$ cat src/rtl/adc_idelay_train.sv
// ----------------------------------------------------------------------------
// adc_idelay_train : sweeps a shared IDELAY and parks it mid longest pass window
// Rev 1.0
// ----------------------------------------------------------------------------
`default_nettype none

module adc_idelay_train #(
  parameter int ADC_DATA_WIDTH    = 8,
  parameter int PARALLEL_PATH_NUM = 2,
  parameter int TAP_NUM           = 32,
  parameter int TAP_W             = 5,
  parameter logic [PARALLEL_PATH_NUM*ADC_DATA_WIDTH-1:0] TRAIN_PATTERN = 16'hA55A,
  parameter int SETTLE_CYCLES     = 16,
  parameter int CHECK_CYCLES      = 64
) (
  input  logic                                        adc_clk_bufr,
  input  logic                                        rst_train_sync,
  input  logic                                        train_start,
  input  logic [PARALLEL_PATH_NUM*ADC_DATA_WIDTH-1:0] adc_parrel_i,
  output logic                                        rst_iserdes_sync,
  output logic                                        idelay_rst,
  output logic                                        idelay_ce,
  output logic                                        idelay_inc,
  output logic [TAP_W-1:0]                            tap_cur,
  output logic [TAP_W-1:0]                            tap_sel,
  output logic [TAP_W:0]                              win_len,
  output logic                                        train_done,
  output logic                                        train_fail
);

  localparam int CNT_MAX = (SETTLE_CYCLES > CHECK_CYCLES) ?
                           ((SETTLE_CYCLES > 8) ? SETTLE_CYCLES : 8) :
                           ((CHECK_CYCLES  > 8) ? CHECK_CYCLES  : 8);
  localparam int CNT_W   = $clog2(CNT_MAX + 1);

  localparam logic [CNT_W-1:0] CNT_ONE     = CNT_W'(1);
  localparam logic [CNT_W-1:0] RST_LAST    = CNT_W'(7);
  localparam logic [CNT_W-1:0] SETTLE_LAST = CNT_W'(SETTLE_CYCLES - 1);
  localparam logic [CNT_W-1:0] CHECK_LAST  = CNT_W'(CHECK_CYCLES - 1);
  localparam logic [TAP_W-1:0] TAP_ONE     = TAP_W'(1);
  localparam logic [TAP_W-1:0] TAP_LAST    = TAP_W'(TAP_NUM - 1);
  localparam logic [TAP_W:0]   LEN_ONE     = (TAP_W+1)'(1);

  typedef enum logic [3:0] {
    S_RST, S_SETTLE, S_CHECK, S_EVAL, S_INC, S_CALC,
    S_REWIND, S_MOVE, S_FINAL, S_DONE, S_FAIL
  } state_t;

  state_t             state_q, state_d;
  logic [CNT_W-1:0]   cnt_q, cnt_d;
  logic [TAP_W-1:0]   tap_cur_q, tap_cur_d;
  logic [TAP_W-1:0]   tap_sel_q, tap_sel_d;
  logic [TAP_W:0]     win_len_q, win_len_d;
  logic               pass_q, pass_d;
  logic               run_open_q, run_open_d;
  logic [TAP_W-1:0]   run_start_q, run_start_d;
  logic [TAP_W:0]     run_len_q, run_len_d;
  logic [TAP_W-1:0]   best_start_q, best_start_d;
  logic [TAP_W:0]     best_len_q, best_len_d;
  logic               move_idle_q, move_idle_d;
  logic               rst_iserdes_q, rst_iserdes_d;
  logic               idelay_rst_q, idelay_rst_d;
  logic               idelay_ce_q, idelay_ce_d;
  logic               done_q, done_d;
  logic               fail_q, fail_d;

  logic [TAP_W:0]     cand_len;
  logic [TAP_W-1:0]   cand_start;
  logic [TAP_W:0]     centre;

  always_comb begin
    state_d       = state_q;
    cnt_d         = cnt_q;
    tap_cur_d     = tap_cur_q;
    tap_sel_d     = tap_sel_q;
    win_len_d     = win_len_q;
    pass_d        = pass_q;
    run_open_d    = run_open_q;
    run_start_d   = run_start_q;
    run_len_d     = run_len_q;
    best_start_d  = best_start_q;
    best_len_d    = best_len_q;
    move_idle_d   = move_idle_q;
    rst_iserdes_d = rst_iserdes_q;
    idelay_rst_d  = 1'b0;
    idelay_ce_d   = 1'b0;
    done_d        = done_q;
    fail_d        = fail_q;
    cand_len      = run_open_q ? run_len_q + LEN_ONE : LEN_ONE;
    cand_start    = run_open_q ? run_start_q : tap_cur_q;
    centre        = {1'b0, best_start_q} + ((best_len_q - LEN_ONE) >> 1);

    // Outputs are registered, so each branch sets what the next state drives.
    case (state_q)
      S_RST: begin
        tap_cur_d     = '0;
        rst_iserdes_d = 1'b1;
        if (cnt_q == RST_LAST) begin
          state_d       = S_SETTLE;
          cnt_d         = '0;
          rst_iserdes_d = 1'b0;
        end else begin
          cnt_d = cnt_q + CNT_ONE;
        end
      end
      S_SETTLE: begin
        if (cnt_q == SETTLE_LAST) begin
          state_d = S_CHECK;
          cnt_d   = '0;
          pass_d  = 1'b1;
        end else begin
          cnt_d = cnt_q + CNT_ONE;
        end
      end
      S_CHECK: begin
        pass_d = ((cnt_q == '0) ? 1'b1 : pass_q) & (adc_parrel_i == TRAIN_PATTERN);
        if (cnt_q == CHECK_LAST) begin
          state_d = S_EVAL;
          cnt_d   = '0;
        end else begin
          cnt_d = cnt_q + CNT_ONE;
        end
      end
      S_EVAL: begin
        if (pass_q) begin
          run_open_d  = 1'b1;
          run_len_d   = cand_len;
          run_start_d = cand_start;
          if (tap_cur_q == TAP_LAST && cand_len > best_len_q) begin
            best_len_d   = cand_len;
            best_start_d = cand_start;
          end
        end else begin
          run_open_d = 1'b0;
          run_len_d  = '0;
          if (run_open_q && run_len_q > best_len_q) begin
            best_len_d   = run_len_q;
            best_start_d = run_start_q;
          end
        end
        if (tap_cur_q < TAP_LAST) begin
          state_d     = S_INC;
          idelay_ce_d = 1'b1;
        end else begin
          state_d = S_CALC;
        end
      end
      S_INC: begin
        tap_cur_d = tap_cur_q + TAP_ONE;
        state_d   = S_SETTLE;
        cnt_d     = '0;
      end
      S_CALC: begin
        tap_cur_d = '0;
        if (best_len_q == '0) begin
          state_d = S_FAIL;
          fail_d  = 1'b1;
        end else begin
          tap_sel_d    = centre[TAP_W-1:0];
          win_len_d    = best_len_q;
          state_d      = S_REWIND;
          idelay_rst_d = 1'b1;
        end
      end
      S_REWIND: begin
        cnt_d = '0;
        if (tap_sel_q == '0) begin
          state_d = S_FINAL;
        end else begin
          state_d     = S_MOVE;
          move_idle_d = 1'b0;
          idelay_ce_d = 1'b1;
        end
      end
      S_MOVE: begin
        if (!move_idle_q) begin
          tap_cur_d   = tap_cur_q + TAP_ONE;
          move_idle_d = 1'b1;
        end else if (tap_cur_q == tap_sel_q) begin
          state_d = S_FINAL;
          cnt_d   = '0;
        end else begin
          move_idle_d = 1'b0;
          idelay_ce_d = 1'b1;
        end
      end
      S_FINAL: begin
        if (cnt_q == SETTLE_LAST) begin
          state_d = S_DONE;
          done_d  = 1'b1;
        end else begin
          cnt_d = cnt_q + CNT_ONE;
        end
      end
      S_DONE, S_FAIL: begin
        if (train_start) begin
          state_d       = S_RST;
          cnt_d         = '0;
          tap_cur_d     = '0;
          win_len_d     = '0;
          run_open_d    = 1'b0;
          run_start_d   = '0;
          run_len_d     = '0;
          best_start_d  = '0;
          best_len_d    = '0;
          done_d        = 1'b0;
          fail_d        = 1'b0;
          rst_iserdes_d = 1'b1;
          idelay_rst_d  = 1'b1;
        end
      end
      default: begin
        state_d = S_RST;
        cnt_d   = '0;
      end
    endcase
  end

  always_ff @(posedge adc_clk_bufr) begin
    if (rst_train_sync) begin
      state_q       <= S_RST;
      cnt_q         <= '0;
      tap_cur_q     <= '0;
      tap_sel_q     <= '0;
      win_len_q     <= '0;
      pass_q        <= 1'b0;
      run_open_q    <= 1'b0;
      run_start_q   <= '0;
      run_len_q     <= '0;
      best_start_q  <= '0;
      best_len_q    <= '0;
      move_idle_q   <= 1'b0;
      rst_iserdes_q <= 1'b1;
      idelay_rst_q  <= 1'b1;
      idelay_ce_q   <= 1'b0;
      done_q        <= 1'b0;
      fail_q        <= 1'b0;
    end else begin
      state_q       <= state_d;
      cnt_q         <= cnt_d;
      tap_cur_q     <= tap_cur_d;
      tap_sel_q     <= tap_sel_d;
      win_len_q     <= win_len_d;
      pass_q        <= pass_d;
      run_open_q    <= run_open_d;
      run_start_q   <= run_start_d;
      run_len_q     <= run_len_d;
      best_start_q  <= best_start_d;
      best_len_q    <= best_len_d;
      move_idle_q   <= move_idle_d;
      rst_iserdes_q <= rst_iserdes_d;
      idelay_rst_q  <= idelay_rst_d;
      idelay_ce_q   <= idelay_ce_d;
      done_q        <= done_d;
      fail_q        <= fail_d;
    end
  end

  assign rst_iserdes_sync = rst_iserdes_q;
  assign idelay_rst       = idelay_rst_q;
  assign idelay_ce        = idelay_ce_q;
  assign idelay_inc       = 1'b1;
  assign tap_cur          = tap_cur_q;
  assign tap_sel          = tap_sel_q;
  assign win_len          = win_len_q;
  assign train_done       = done_q;
  assign train_fail       = fail_q;

endmodule

`default_nettype wire

$ cat config.mk
export PLATFORM = sky130hd
export DESIGN_NAME = adc_idelay_train
export DESIGN_NICKNAME = d
export VERILOG_FILES = /design/src/rtl/adc_idelay_train.sv
export SDC_FILE = /design/constraint.sdc
export NUM_CORES = 1
export LEC_CHECK = 0
export ABC_CLOCK_PERIOD_IN_PS = 3450
export CORE_MARGIN = 2
export CORE_UTILIZATION = 55
export CTS_CLUSTER_SIZE = 10
export DETAILED_ROUTE_END_ITERATION = 12
export GPL_TIMING_DRIVEN = 0
export PLACE_DENSITY_LB_ADDON = 0.15
export SYNTH_ARGS = -nofsm -noshare
export SYNTH_HDL_FRONTEND = slang
export SYNTH_SLANG_ARGS = --single-unit
$ cat constraint.sdc
create_clock -name adc_clk_bufr -period 3.45 [get_ports adc_clk_bufr]
set_input_delay 0.345 -clock adc_clk_bufr [delete_from_list [all_inputs] [get_ports adc_clk_bufr]]
set_output_delay 0.345 -clock adc_clk_bufr [all_outputs]
set_load 0.005 [all_outputs]
# After elaboration in Yosys (flattened, before gate mapping)
# Index checks and enable logic that the tools add are counted.
dict set report totals {
  regBits 57
  latchBits 0
  ram_bits 0
  mem_bits_ro 0
  inputBits 19
  out_inout_bits 22
  word_cells 151
  n_memories 0
}
dict set report op_classes {
  n_addsub 5
  multipliers 0
  n_div 0
  n_lt_le_gt_ge 3
  eq_ne 31
  shift 0
  n_mux 63
  bitwise_logic 3
  reduce_logical 29
}
# cell count
set op_table {}
lappend op_table {{$mux W7} 7}
lappend op_table {{$pmux W7 S7} 1}
lappend op_table {{$mux W6} 7}
lappend op_table {{$pmux W4 S10} 1}
lappend op_table {{$mux W4} 9}
lappend op_table {{$pmux W6 S2} 3}
lappend op_table {{$mux W5} 7}
lappend op_table {{$ne A2 B2 Y1 const B} 13}
lappend op_table {{$pmux W5 S2} 2}
lappend op_table {{$pmux W5 S4} 1}
lappend op_table {{$mux W1} 17}
lappend op_table {{$eq A16 B16 Y1 const B} 1}
lappend op_table {{$eq A4 B3 Y1 const B} 4}
lappend op_table {{$reduce_and A3 Y1} 5}
lappend op_table {{$pmux W1 S2} 7}
lappend op_table {{$eq A4 B4 Y1 const B} 3}
lappend op_table {{$gt A6 B6 Y1} 2}
lappend op_table {{$reduce_bool A2 Y1} 6}
lappend op_table {{$reduce_and A2 Y1} 5}
lappend op_table {{$eq A4 B2 Y1 const B} 2}
lappend op_table {{$add A7 B1 Y7 const B} 1}
lappend op_table {{$eq A7 B3 Y1 const B} 1}
lappend op_table {{$eq A7 B4 Y1 const B} 1}
lappend op_table {{$eq A7 B6 Y1 const B} 1}
lappend op_table {{22 further kinds} 27}

# Longest topological paths before layout
# Gate-level depths: netlist of run 1.
dict set report depth {
  word_depth 7
  depth_mapped 11
  ltp_nobuf 10
}

# Least setup slack after synthesis of run 1
# OpenSTA, ideal clock, no wires.
dict set report synth_timing {
  kind {flip-flop to flip-flop}
  from {reg run_len_q[2]}
  to {reg best_len_q[1]}
  setup_time_ps 121
  arrival_time_ps 2529
  t_required_ps 3329
  setup_slack_ps 800
  path_stages_with_launch 12
  path_buffers 1
  period_less_slack_ps 2650
  cell_sequence {dfxtp_1 nand3_1 or2_2 xnor2_1 and2_1 ha_1 nand4_1 o211a_1 o31ai_1 a311o_1 buf_6 mux2_4}
}
dict set report synth_via {
  elab_chain_len 6
  word_cells_on_any_way 9
  classes_between {add/sub (1); order compare (2); eq/ne (2); mux (1); reduce/logical (3)}
}
# element line_no
set synth_lines {}
lappend synth_lines {{from (decl)} 57} ;# logic [TAP_W:0] run_len_q, run_len_d;
lappend synth_lines {{from (signal assigned)} 247} ;# run_len_q <= run_len_d;
lappend synth_lines {{$add A6 B1 Y6} 89} ;# cand_len = run_open_q ? run_len_q + LEN_ONE : LEN_ONE;
lappend synth_lines {{$mux W6} 89}
lappend synth_lines {{$gt A6 B6 Y1} 129} ;# if (tap_cur_q == TAP_LAST && cand_len > best_len_q) begin
lappend synth_lines {{$logic_and A1 B1 Y1} 129}
lappend synth_lines {{$ne A3 B3 Y1 (no line)} n/a}
lappend synth_lines {{$reduce_and A4 Y1 (no line) *} n/a}
lappend synth_lines {{to (signal assigned)} 249} ;# best_len_q <= best_len_d;
lappend synth_lines {{to (decl)} 59} ;# logic [TAP_W:0] best_len_q, best_len_d;
# Mark *: on every way between the ends. The rest lies on a longest branch, timed or not.
# A chain may end at the register's enable or synchronous reset.

# Worst setup path in the final report of run 1
dict set report layout_timing {
  from {reg run_len_q[2]}
  to {reg best_len_q[3]}
}
dict set report layout_via {
  elab_chain_len 6
  word_cells_on_any_way 12
  classes_between {add/sub (1); order compare (2); eq/ne (2); mux (4); reduce/logical (3)}
}
# element line_no
set layout_lines {}
lappend layout_lines {{$add A6 B1 Y6} 89}
lappend layout_lines {{$mux W6} 89}
lappend layout_lines {{$gt A6 B6 Y1} 129}
lappend layout_lines {{$logic_and A1 B1 Y1} 129}
lappend layout_lines {{$ne A3 B3 Y1 (no line)} n/a}
lappend layout_lines {{$reduce_and A4 Y1 (no line)} n/a}
# Parallel ways exist; a longest one is shown, timed or not. The select of a mux whose other input is x is not followed.

==> summary.md, run 1 <==
Number of resized instances in the post-cts repair step: 0. The final worst-path setup slack was 556 ps. In this run, CTS created clock tree buffers numbering 9. Starting density of the core: 0.558. The critical path class was flip-flop to flip-flop. The dominant cell by count in the synthesized netlist was dfxtp_1.

Clock-pin slew was measured on the worst setup and hold paths at 70 ps. Setup violations remaining at the end of the flow were counted as 0. The area added between synthesis and finish is 18.8%. The later-pin clock latency in the skew report is 350 ps.

For the length of the first detailed-routing pass in iterations, the log shows 5. The worst setup path is captured at a flip-flop. The area share of the largest cell type after synthesis works out to 0.306. The CTS root buffer is clkbuf_8. From bottom edge to top edge, the die measures 86.4 µm. The main combinational cell family by area after synthesis is simple AND/OR/NAND/NOR gates. The fraction of registers with async set or reset after synthesis is 0. In this run the static leakage power is 0.00178 µW.

The final hold violation count is 0, and the cell internal power dissipation is 1310 µW. The flip-flop cell with the highest count after synthesis was dfxtp_1. The floorplan has 30 rows. Timing analysis after detailed placement gives a worst setup slack of 594 ps. The placed instances occupy a cell area of 4220 µm². The number of primary I/O pins was 41; the number of buffers inserted for hold repair after clock tree synthesis was 0.

The run gives 0.296 as the normalized max-slew margin. The repair_antennas step left the layout with diodes totalling 0. The run gives 15.8 mm as the wire length of the first global-routing pass.

The global-route total usage across every layer is 0.273. The largest total area in the synthesized netlist belongs to dfxtp_1. In the routed layout, each cell is associated on average with a via count of 6.09. The setup clock skew after layout is 10.7 ps, and the power density relative to cell area is 438 nW/µm². The xor/xnor cell area share of the yosys netlist is 0.0503. Total wire length: 9.81 mm. In this run the worst path has a maximum fanout of 10. Setup slack on the worst reg-to-reg path comes out at 560 ps. The floorplan step defined a die boundary enclosing 7460 µm².

The area fraction in and, or, nand and nor cells after synthesis was 0.240. The count of cells in the finished layout, fillers not included, comes to 580. For the final instance area, the log shows 4430 µm².

The post-synthesis adder-cell area fraction is 0.0791. Ranked by instance count, the synthesized netlist is headed by dfxtp_1, nor2_1, a21oi_1, nand2_1. The share of total power in sequential cells is 0.378, and the fraction of the yosys area taken by sequential cells is 0.306.

The violation count after the first detailed-routing iteration was 207; the remaining routing DRC violations was 0. The number of sinks handled by clock tree synthesis was 57; the port buffer count was 39. After detailed placement, the design holds a cell count of 564. In this run the remaining antenna-violating nets after routing total 0. The switching share of power is 0.324.

The final critical-path required period is 2890 ps. The combinational share of power was 0.268. The via count was 3,530.

The flow ran to the end, and the final reports show no timing, DRC or antenna violations. The count of distinct cell types in the synthesized netlist was 69. At the pin with the least slew margin, the transition time is 1050 ps.

Entering global routing, the biggest net connects 11 pins. The power spent charging and discharging nets was 630 µW; the final cycle utilization of the critical path was 0.839. The tools report the initial antenna violation count as 0. For the final RePlAce weighted congestion, the log shows 0.897. By area the synthesized netlist is led by dfxtp_1, ha_1, a21oi_1, nor2_1, mux2i_1. For the H-tree depth reported by CTS, the log shows 3. The number of violations of the max-capacitance limit was 0; the ratio of cells with drive above 1 in the final layout was 0.0900. The mapped netlist covers 3730 µm². The logs give 0 for the final max-slew violation count and 0 for the buffers inserted during post-CTS setup optimization.

TritonCTS built the clock tree. The wire-length estimate of the detail-placed layout is 7.39 mm. STA classifies the critical path startpoint as a flip-flop. The flip-flop and latch count after synthesis is 57, and the mux cell area share after synthesis is 0.0788.

The tools report the required time at the endpoint of the critical path as 3680 ps. The final layout contains 537 nets. Gate count of the mapped netlist: 445. Count of yosys warnings during synthesis: 0. The portion of total power attributed to the clock network was 0.354; the number of global-route vias before repair was 3,209. The run gives 0 as the total congestion overflow. IR analysis of the VDD net gives a maximum drop of 202 µV.

The post-synthesis compound-gate area fraction was 0.193; the average size of a mapped cell was 8.38 µm². The arrival time at the worst endpoint was 3120 ps. The die span in x is 86.4 µm. Based on the critical path, the design can be clocked at up to 346 MHz. Setup repair after global routing left no endpoint under its margin.

The tools report the number of nets produced by synthesis as 487. The setup total negative slack was 0 ps; the number of flops mapped to enable cells by yosys was 0. The run gives 2 as the number of buffers on the longest clock path. The routed length per placed instance came out at 16.9 µm. The area inside the core boundary is 6680 µm². The type of the tightest min-delay check is flip-flop to flip-flop.
## worst paths after layout
check / from / to / cells after the start
min: win_len[4] / win_len[4] / 2
min reg2reg: win_len[4] / win_len[4] / 2
max reg2reg: run_len_q[2] / best_len_q[3] / 10
max: run_len_q[2] / best_len_q[3] / 10
## worst max-delay path, cell delays in order, from the launching register on
cell and delay [ps]:
dfxtp_1 440, nand3_1 150, or2_2 340, xnor2_1 140
and2_1 180, ha_1 290, a21boi_0 240, o31ai_1 120
a311o_1 390, buf_6 170, mux2_4 300
## through the flow
stage	power [µW]	utilization	hold WS, ps
2_1_floorplan	1110	-	448
3_3_place_gp	1240	0.632	442
3_5_place_dp	1260	0.632	447
4_1_cts	1940	0.663	457
5_1_grt	2040	0.663	474
6_report	1940	0.663	452
## registers in the layout (all words and copies together), names as in the netlist, 4 cells and up
name,cells
tap_sel,5
run_start_q,5
best_len_q,6
cnt_q,7
run_len_q,6
state_q,4
win_len,6
best_start_q,5
tap_cur,5
## kinds of logic (layout without fill, tap and decap cells)
group / after synthesis / count (layout)
AOI/OAI and AO/OA: 108 / 108
muxes: 25 / 25
adders and majority gates: 23 / 23
DFF: 57 / 57
other: 1 / 1
xor gates and xnor gates: 19 / 19
and+or+nand+nor: 166 / 166
buffers and inverters: 46 / 101
## layout make-up
class | count | area, µm²
plain buffers | 25 | 114
fillers | 581 | 2250
clock buffers | 11 | 131
repair buffers | 39 | 390
inverters | 21 | 78.8
well taps | 80 | 100
flip-flops and latches | 57 | 1140
multi-input cells | 342 | 2400
clock inverters | 5 | 80.1
## layout by cell type (no fill, tap or decap), types with 5 or more instances in the layout
| cell | n |
|---|---|
| dfxtp_1 | 57 |
| clkdlybuf4s50_1 | 39 |
| nor2_1 | 38 |
| a21oi_1 | 36 |
| nand2_1 | 26 |
| nand3_1 | 22 |
| ha_1 | 22 |
| inv_1 | 20 |
| o21ai_0 | 16 |
| clkbuf_1 | 15 |
| mux2i_1 | 14 |
| nor3_1 | 12 |
| a22oi_1 | 12 |
| nor2b_1 | 11 |
| xnor2_1 | 9 |
| clkbuf_8 | 9 |
| xor2_1 | 8 |
| and3_1 | 8 |
| mux2_4 | 8 |
| and2_1 | 7 |
| buf_2 | 7 |
| nand4_1 | 7 |
| nand2b_1 | 7 |
| a32o_1 | 5 |
| a21o_1 | 5 |
| o211ai_1 | 5 |
## power by group through the flow
stage | registers [µW] | clock network, µW | logic [µW]
2_1_floorplan | 733 | 0 | 380
3_3_place_gp | 747 | 0 | 497
3_5_place_dp | 748 | 0 | 510
4_1_cts | 733 | 694 | 512
5_1_grt | 739 | 724 | 578
6_report | 734 | 688 | 520
## metal layers
metal | GRT usage | vias up | part of all wire
met5 | 0 | - | 0
met4 | 0.105 | 0 | 0.021
met3 | 0.0362 | 19 | 0.053
met2 | 0.462 | 121 | 0.49
met1 | 0.353 | 1667 | 0.43
li1 | - | 1723 | -
No activity file was read; power rests on OpenSTA's default activity.
==> run 2: changes to the inputs <==
- ABC_CLOCK_PERIOD_IN_PS: 3450 -> 2960
- clock period: 3.45 -> 2.96 ns (I/O delays scaled with it)
==> run 2 against run 1 <==
Net effect:
- cell count did not move
- hold slack barely moved
- clock power rose by 17%
- clock-buffer cell count did not move
- wire length fell by 0.27%
- first-iteration DRC count fell by 4.8%
- critical path type unchanged
- non-clock buffer count did not move
==> summary.md, run 2 (synthesis results as in run 1) <==
TritonCTS built the clock tree. The logs give 3020 ps (was 3120 ps) for the arrival time at the worst endpoint and 0 (unchanged) for the initial antenna violation count. The global routing met3 resource utilization is 0.0362 (unchanged), and the largest incremental delay on the critical path is 470 ps (was 440 ps).

The instance count after placement with tap cells included came out at 564 (unchanged). The register with the most flip-flops is cnt_q (unchanged). The most common cell after layout, fill and taps aside is dfxtp_1 (unchanged). Static leakage power: 0.00179 µW (was 0.00178 µW). The largest fanout of any net on the critical path is 10 (unchanged), and the die span in x is 86.4 µm (unchanged). The buffering stage count on the worst path with inverters included was 1 (unchanged); the met2 usage in global routing was 0.462 (unchanged). The later-pin clock latency in the skew report is 350 ps (about the same). Type of the tightest min-delay check: flip-flop to flip-flop (unchanged). The number of primary I/O pins was 41 (unchanged); the setup slack on the worst flop-to-flop path was 160 ps (was 560 ps). Critical path startpoint category: a flip-flop (unchanged). The pin slew with the least headroom to its limit works out to 1050 ps (about the same).

CTS root buffer: clkbuf_8 (unchanged). The run finished with clean final reports. The tools report the violation count after the first detailed-routing iteration as 197 (was 207). Number of global-route vias before repair: 3,209 (unchanged).

The length of the first detailed-routing pass in iterations is 5 (unchanged), and the area added between synthesis and finish is 19.1% (was 18.8%). The clock transition time at the flip-flop clock pins of the worst setup and hold paths works out to 70 ps (about the same). The tools report the pin count of the biggest net entering global routing as 11 (unchanged). Power density relative to cell area: 509 nW/µm² (was 438 nW/µm²). The cell with the biggest individual delay on the critical path is dfxtp_1 (unchanged). The number of buffers inserted for hold repair after clock tree synthesis came out at 0 (unchanged).

The worst setup path endpoint is best_len_q[3] (unchanged). The buffers inserted during post-CTS setup optimization is 0 (unchanged). The number of standard-cell rows in the floorplan is 30 (unchanged), and the total wire length is 9.78 mm (was 9.81 mm). The critical path class is flip-flop to flip-flop (unchanged).

Antenna violation net count after detailed routing: 0 (unchanged). The H-tree depth reported by CTS is 3 (unchanged), and the final cycle utilization of the critical path is 0.946 (was 0.839). Commonest cells after routing, fill and taps aside: dfxtp_1, clkdlybuf4s50_1, nor2_1, a21oi_1, nand2_1 (unchanged).

The number of violations of the max-capacitance limit was 0 (unchanged); the count of final setup violators was 0 (unchanged). The setup clock skew after layout was 10.6 ps (was 10.7 ps); the depth of the worst register-to-register path was 11 (was 10). Final hold violation count: 0 (unchanged). CP Cell Sequence: nand2_1 > or2_2 > xnor2_1 > and2_1 > ha_1 > nand4_1 > o211a_1 > o31ai_1 > a311o_1 > buf_6 > mux2_4 (was nand3_1 > or2_2 > xnor2_1 > and2_1 > ha_1 > a21boi_0 > o31ai_1 > a311o_1 > buf_6 > mux2_4).

The highest attainable clock frequency was 357 MHz (was 346 MHz); the routed via count divided by cell count was 6.07 (was 6.09). The tools report the total die area as 7460 µm² (unchanged). Cell class contributing the biggest share of worst-path delay: simple AND/OR/NAND/NOR gates (was compound AO/OA/AOI/OAI gates).

The logs give 0 ps (unchanged) for the setup total negative slack and 0.353 (unchanged) for the met1 track demand over resource in global routing. The flip-flop count of the largest register after layout came out at 7 (unchanged). The start point of the critical path was run_len_q[4] (was run_len_q[2]).

Number of gates on the worst path with buffers counted: 11 (was 10). The tools report the final RePlAce weighted congestion as 0.897 (unchanged). The logs give 3190 ps (was 3680 ps) for the required time at the endpoint of the critical path and 0.291 (was 0.296) for the normalized max-slew margin. The port buffer count was 39 (unchanged).

Via count: 3,521 (was 3,530). For the final max-slew violation count, the log shows 0 (unchanged). The number of buffers on the longest clock path came out at 2 (unchanged). Terminus of the critical flop-to-flop path: best_len_q[3] (unchanged).

The remaining routing DRC violations came out at 0 (unchanged). The height of the die works out to 86.4 µm (unchanged). The run gives 7.39 mm (unchanged) as the post-detailed-placement half-perimeter wirelength. Highest-utilization routing layer at the global route stage: met2 (unchanged). The number of sinks handled by clock tree synthesis was 57 (unchanged); the number of antenna repair diodes was 0 (unchanged). The run gives 15.8 mm (unchanged) as the wire length of the first global-routing pass. The net count reported at finish is 537 (unchanged).

The routed length per placed instance was 16.9 µm (about the same). The ratio of cells with drive above 1 in the final layout was 0.0980 (was 0.0900). The largest vdd supply drop was 236 µV (was 202 µV); the post-route non-filler standard cell count was 580 (unchanged).

The logs give 0.273 (unchanged) for the global-route total usage across every layer and 9 (unchanged) for the clock buffer count from CTS. The final critical-path required period is 2800 ps (was 2890 ps). The area inside the core boundary was 6680 µm² (unchanged). Origin of the critical flop-to-flop path: run_len_q[4] (was run_len_q[2]). The tools report the total congestion overflow as 0 (unchanged).

Starting density of the core: 0.558 (unchanged). The capturing element type of the critical path is a flip-flop (unchanged).
-- run 2: how the worst min path moves through the flow --
stage,from,end,slack (ps),cells past startpoint
floorplan,win_len[1],win_len[1],450,2
global placement,win_len[1],win_len[1],440,2
detailed placement,win_len[4],win_len[4],450,2
CTS,win_len[4],win_len[4],460,2
global route,win_len[2],win_len[2],470,2
finish,win_len[4],win_len[4],450,2
-- run 2: power breakdown --
group          internal, µW  switching, µW
logic                   254            352
registers               803           52.7
clock network           473            330
total                  1530            735
-- run 2: layer usage --
layer  routed length [µm]  up-vias
met3                  502       17
met4                  195        0
met1                 4280     1668
met2                 4800      114
li1                     -     1722
met5                    0        -
-- run 2: through the flow --
stage	hold WS (ps)	total power (µW)	utilization	instance area [µm²]	setup slack [ps]
finish	452	2260	0.665	4440	161
global route	474	2380	0.665	4440	-5.68
CTS	457	2260	0.663	4430	80.4
detailed placement	447	1470	0.632	4220	104
global placement	442	1450	0.632	4220	134
floorplan	448	1300	-	3730	310
-- run 2: layout make-up --
cell class	instances	area, µm²
clock inverter	5	80.1
multi-input combinational	342	2400
clock buffer	11	131
tap	80	100
inverter	21	78.8
buffer	25	114
fill	579	2240
sequential	57	1140
timing repair buffer	39	390
-- run 2: timing repair --
action                     4_1_cts  5_1_grt
setup endpoints to repair        0        8
gates resized for setup          0        4
hold endpoints to repair         0        0
-- run 2: tightest hold or removal path, stage by stage, from the launching register on --
cell and delay (ps):
dfxtp_1 310, nand2_1 50, a21oi_1 50
